## src/rtl/led_pattern_gen.sv

```systemverilog
// LED pattern engine: blink, chase, bounce and PWM breathe driven by a step prescaler.
// Define LED_ACTIVE_LOW_EN to invert the LED drive for active-low boards.
module led_pattern_gen #(
  parameter int unsigned CLK_FREQ  = 50_000_000,
  parameter int unsigned STEP_FREQ = 4,
  parameter int unsigned NUM_LEDS  = 18,
  parameter int unsigned PWM_BITS  = 8
) (
  input  logic                clk,
  input  logic                rst,
  input  logic [1:0]          mode,
  input  logic                pause,
  output logic [NUM_LEDS-1:0] leds,
  output logic                step_tick
);

  localparam int unsigned          STEP_MAX = CLK_FREQ / STEP_FREQ - 1;
  localparam int unsigned          POS_W    = (NUM_LEDS > 1) ? $clog2(NUM_LEDS) : 1;
  localparam logic [31:0]          CNT_LAST = 32'(STEP_MAX);
  localparam logic [POS_W-1:0]     POS_LAST = POS_W'(NUM_LEDS - 1);
  localparam logic [PWM_BITS-1:0]  DUTY_MAX = '1;
  localparam logic [NUM_LEDS-1:0]  ONE_HOT0 = NUM_LEDS'(1);
`ifdef LED_ACTIVE_LOW_EN
  localparam logic [NUM_LEDS-1:0]  LEDS_RST = '1;
`else
  localparam logic [NUM_LEDS-1:0]  LEDS_RST = '0;
`endif

  typedef enum logic [1:0] {
    ModeBlink   = 2'd0,
    ModeChase   = 2'd1,
    ModeBounce  = 2'd2,
    ModeBreathe = 2'd3
  } mode_e;

  typedef enum logic {
    DirUp   = 1'b0,
    DirDown = 1'b1
  } dir_e;

  mode_e                mode_q;
  logic [31:0]          cnt_q, cnt_d;
  logic [POS_W-1:0]     pos_q, pos_d;
  dir_e                 dir_q, dir_d;
  logic                 phase_q, phase_d;
  logic [PWM_BITS-1:0]  duty_q, duty_d;
  logic [PWM_BITS-1:0]  pwm_cnt_q, pwm_cnt_d;
  logic                 tick_q;
  logic [NUM_LEDS-1:0]  leds_q, leds_d;
  logic [NUM_LEDS-1:0]  leds_pat;
  logic                 mode_chg;
  logic                 tick;

  assign mode_chg = (mode != mode_q);
  // A mode change swallows a coincident tick so the new pattern starts cleanly.
  assign tick     = !mode_chg && !pause && (cnt_q == CNT_LAST);

  always_ff @(posedge clk or posedge rst) begin
    if (rst) begin
      mode_q    <= ModeBlink;
      cnt_q     <= '0;
      pos_q     <= '0;
      dir_q     <= DirUp;
      phase_q   <= 1'b0;
      duty_q    <= '0;
      pwm_cnt_q <= '0;
      tick_q    <= 1'b0;
      leds_q    <= LEDS_RST;
    end else begin
      mode_q    <= mode_e'(mode);
      cnt_q     <= cnt_d;
      pos_q     <= pos_d;
      dir_q     <= dir_d;
      phase_q   <= phase_d;
      duty_q    <= duty_d;
      pwm_cnt_q <= pwm_cnt_d;
      tick_q    <= tick;
      leds_q    <= leds_d;
    end
  end

  always_comb begin
    cnt_d     = cnt_q;
    pos_d     = pos_q;
    dir_d     = dir_q;
    phase_d   = phase_q;
    duty_d    = duty_q;
    pwm_cnt_d = pwm_cnt_q + 1'b1;

    if (mode_chg) begin
      cnt_d   = '0;
      pos_d   = '0;
      dir_d   = DirUp;
      phase_d = 1'b0;
      duty_d  = '0;
    end else if (!pause) begin
      cnt_d = tick ? '0 : cnt_q + 32'd1;
      if (tick) begin
        unique case (mode_q)
          ModeBlink: begin
            phase_d = ~phase_q;
          end
          ModeChase: begin
            pos_d = (pos_q == POS_LAST) ? '0 : pos_q + 1'b1;
          end
          ModeBounce: begin
            if (NUM_LEDS > 1) begin
              if (dir_q == DirUp) begin
                if (pos_q == POS_LAST) begin
                  dir_d = DirDown;
                  pos_d = pos_q - 1'b1;
                end else begin
                  pos_d = pos_q + 1'b1;
                end
              end else begin
                if (pos_q == '0) begin
                  dir_d = DirUp;
                  pos_d = pos_q + 1'b1;
                end else begin
                  pos_d = pos_q - 1'b1;
                end
              end
            end
          end
          ModeBreathe: begin
            // Endpoints reverse and step in the same tick, so each is held one step.
            if (dir_q == DirUp) begin
              if (duty_q == DUTY_MAX) begin
                dir_d  = DirDown;
                duty_d = duty_q - 1'b1;
              end else begin
                duty_d = duty_q + 1'b1;
              end
            end else begin
              if (duty_q == '0) begin
                dir_d  = DirUp;
                duty_d = duty_q + 1'b1;
              end else begin
                duty_d = duty_q - 1'b1;
              end
            end
          end
          default: ;
        endcase
      end
    end
  end

  always_comb begin
    leds_pat = '0;
    unique case (mode_q)
      ModeBlink:              leds_pat = {NUM_LEDS{phase_q}};
      ModeChase, ModeBounce:  leds_pat = ONE_HOT0 << pos_q;
      ModeBreathe:            leds_pat = {NUM_LEDS{pwm_cnt_q < duty_q}};
      default:                leds_pat = '0;
    endcase
`ifdef LED_ACTIVE_LOW_EN
    leds_d = ~leds_pat;
`else
    leds_d = leds_pat;
`endif
  end

  assign leds      = leds_q;
  assign step_tick = tick_q;

endmodule

```

## config.mk

```make
export PLATFORM = sky130hd
export DESIGN_NAME = led_pattern_gen
export DESIGN_NICKNAME = d
export VERILOG_FILES = /design/src/rtl/led_pattern_gen.sv
export SDC_FILE = /design/constraint.sdc
export NUM_CORES = 1
export LEC_CHECK = 0
export CAP_MARGIN = 20
export CORE_MARGIN = 3
export CORE_UTILIZATION = 54
export DETAILED_ROUTE_END_ITERATION = 10
export PLACE_DENSITY = 0.78
export SETUP_SLACK_MARGIN = 0.15
export SYNTH_ARGS = -nofsm -noshare
export SYNTH_HDL_FRONTEND = slang
export SYNTH_SLANG_ARGS = --single-unit
```

## constraint.sdc

```tcl
create_clock -name clk -period 2.2 [get_ports clk]
set_input_delay 0.22 -clock clk [delete_from_list [all_inputs] [get_ports clk]]
set_output_delay 0.22 -clock clk [all_outputs]
set_load 0.01 [all_outputs]
```

==> flow_metrics.py <==
metrics = {
    "run_status": {
        "status": "finished, final reports clean",
    },
    "timing": {
        "fin_setup_tns_ns": 0,
        "tightest_slew_ns": 0.750,
        "final-max-slew-violation-count": 0,
        "period_minus_slack_ns": 1.94,
        "hold_viol_final": 0,
        "fin_crit_sh": 0.884,
        "slew_headroom": 0.498,
        "setup_violations": 0,
        "skew_ns": 0.00944,
        "clock.fmax_ghz": 0.514,
        "rsz0062_at_grt": "no",
    },
    "setup_path": {
        "critPathArrivalTime_ns": 2.23,
        "crit_path_max_fanout": 4,
        "critical_path_class": "reg2reg",
        "critPathMaxStageDelay_ns": 0.38,
        "critPathLaunch": "duty_q[0]",
        "cp_data_required_time_ns": 2.48,
        "path_cells": "inv_1, ha_1, nor3b_1, buf_4, and2_1, or3b_1, a21oi_2, mux2i_1",
        "worstReg2RegStart": "duty_q[0]",
        "endpoint_kind": "flop",
        "cpMaxStageDelayCell": "or3b_1",
        "critPathLaunchType": "flop",
    },
    "synth": {
        "syn_nets": 504,
        "syn_inst": 476,
        "syn_avg_cell_area_um2": 9.37,
        "synth.most_common_cell": "dfrtp_1",
        "synth.largest_area_cell": "dfrtp_1",
        "synth_area_leaders": "dfrtp_1 43%, ha_1 6.4%, xor2_1 4.5%",
        "ys_ff_latch": 76,
        "seq_area_frac_synth": 0.426,
        "async_reset_ff_frac": 1.00,
        "synthDistinctLibCells": 58,
        "synth_common_cells": "76 x dfrtp_1, 43 x nor2_1, 35 x nand2_1, 35 x nand3_1",
        "synth.top_cell.area_share": 0.426,
        "syn_area_um2": 4460,
        "synthFlopType": "dfrtp_1",
        "synth_edf_count": 0,
        "synth_warnings": 0,
    },
    "detailed_routing": {
        "drc": 0,
        "drtIter0Drc": 176,
        "wire_per_inst_um": 15.8,
        "dr.pass1.iters": 4,
        "num_vias": 3757,
        "viasPerCell": 5.94,
        "drt_wl_total_um": 9970,
        "ant_nets": 0,
    },
    "final_layout": {
        "final_util": 0.674,
        "drive_gt1_frac": 0.143,
        "nets": 554,
        "syn2layout_area_growth_pct": 19.2,
        "antennaDiodeCount": 0,
    },
    "floorplanning": {
        "placementRows": 32,
        "die_w_um": 96.9,
        "coreArea_um2": 7890,
        "design.die.area_um2": 9390,
        "io_pins": 24,
        "initial_core_util": 0.566,
        "die_h_um": 96.9,
    },
    "flow_run": {
        "maxCapViolations": 0,
    },
    "power": {
        "p_leak_nw": 2.23,
        "powerDensity_nw_per_um2": 550,
        "p_sw_mw": 0.657,
        "swShare": 0.225,
        "pwr-share-seq": 0.489,
        "clkPwrFrac": 0.431,
        "vdd_ir_drop_max_mv": 0.353,
        "comb_power_share": 0.080,
        "p_int_mw": 2.27,
    },
    "global_route": {
        "grt_pass1_wl_um": 17000,
        "antenna_found_initial": 0,
        "grt_max_degree": 77,
        "grt_pass1_vias": 3653,
        "globalRouteOverflowTotal": 0,
        "grt.total_usage": 0.220,
    },
    "clock_tree": {
        "cts.clk_slew.worst_paths_ns": 0.07,
        "clkSinkCount": 76,
        "clk_latency_ns": 0.36,
        "cts_root_buffer": "clkbuf_8",
        "ctsHoldBuffers": 0,
        "clock_path_buffers": 2,
        "cts_tree": "built",
        "h-tree-depth": 3,
        "numCtsBuffers": 9,
    },
    "worst_hold_path": {
        "hold_class": "in2async",
    },
    "placement": {
        "gp_congestion": 0.879,
        "port-buffer-count": 23,
        "dpl.hpwl_um": 7250,
    },
}
## final timing paths
path	end	slack, ns	cells after the start
max	duty_q[2]	0.26	8
min reg2reg	pwm_cnt_q[0]	0.48	1
max in group asynchronous	cnt_q[16]	1.54	3
min	pos_q[2]	0.32	3
max reg2reg	duty_q[2]	0.26	8
min in group clk	mode_q[0]	0.37	1
## cell usage in the layout, fill, tap and decap left out, types with 9 or more instances in the layout
cell             instances
a21oi_1                 19
nand3_1                 35
ha_1                    23
o21ai_0                 17
buf_4                   34
dfrtp_1                 72
or3_1                   10
clkdlybuf4s50_1         23
nand4_1                 17
a31oi_1                 21
xnor2_1                 12
xor2_1                  23
clkbuf_8                 9
inv_1                   18
nor2_1                  41
nand2_1                 35
## logic make-up after synthesis
group           Yosys count  share of synthesized area
flops                    76                      0.426
fa+ha+maj                23                     0.0645
simple gates            207                      0.254
mux                       6                     0.0140
compound gates           89                      0.135
buf+inv                  38                     0.0345
xor+xnor                 37                     0.0726
## metal layers
metal | vias up | part of all wire | GRT usage
li1 | 1838 | - | -
met1 | 1802 | 0.42 | 0.271
met2 | 95 | 0.51 | 0.385
met3 | 22 | 0.046 | 0.0490
met4 | 0 | 0.025 | 0.0680
met5 | - | 0 | 0
## what timing repair did
| action | 4_1_cts | 5_1_grt |
|---|---|---|
| pin swaps | 0 | 6 |
| resized for setup | 1 | 18 |
| setup buffers | 0 | 2 |
| cloned | 0 | 0 |
| setup endpoints to repair | 2 | 38 |
## state kept, by name, indices dropped and copies added, names as in the netlist
name       cells
cnt_q         32
leds          18
duty_q         8
pwm_cnt_q      8
pos_q          5
mode_q         2
dir_q          1
phase_q        1
step_tick      1
## area by class of cell
type                            instances  area [µm²]
Clock buffer                           11         131
Clock inverter                          5         100
Fill cell                             634        2570
Inverter                               19        75.1
Multi-Input combinational cell        362        2470
Sequential cell                        76        1910
Tap cell                              102         128
Timing Repair Buffer                   58         505
## worst max-delay path: cells and delay by family (launching register included)
kind,cells,cell delay [ns]
flip-flops,1,0.37
AO/OA/AOI/OAI,1,0.15
AND/OR/NAND/NOR,3,0.73
buffers and inverters,2,0.22
multiplexers,1,0.20
adder cells (fa/ha/maj),1,0.20
## stage by stage
step / setup slack (ns) / std cells / instance area [µm²] / total power [mW] / hold slack [ns]
2_1_floorplan: 0.161 / 476 / 4470 / 1.58 / 0.251
3_3_place_gp: 0.117 / 615 / 5000 / 1.69 / 0.471
3_5_place_dp: 0.0961 / 615 / 5000 / 1.69 / 0.475
4_1_cts: 0.190 / 631 / 5240 / 2.94 / 0.336
5_1_grt: 0.139 / 633 / 5320 / 3.02 / 0.353
6_report: 0.256 / 633 / 5320 / 2.92 / 0.323
## power groups by stage
stage / clock network (mW) / registers, mW / logic, mW
global placement: 0 / 1.46 / 0.229
detailed placement: 0 / 1.46 / 0.232
global route: 1.33 / 1.43 / 0.257
finish: 1.26 / 1.43 / 0.234
floorplan: 0 / 1.47 / 0.114
CTS: 1.27 / 1.43 / 0.234
Power figures use the tool's default switching activity.
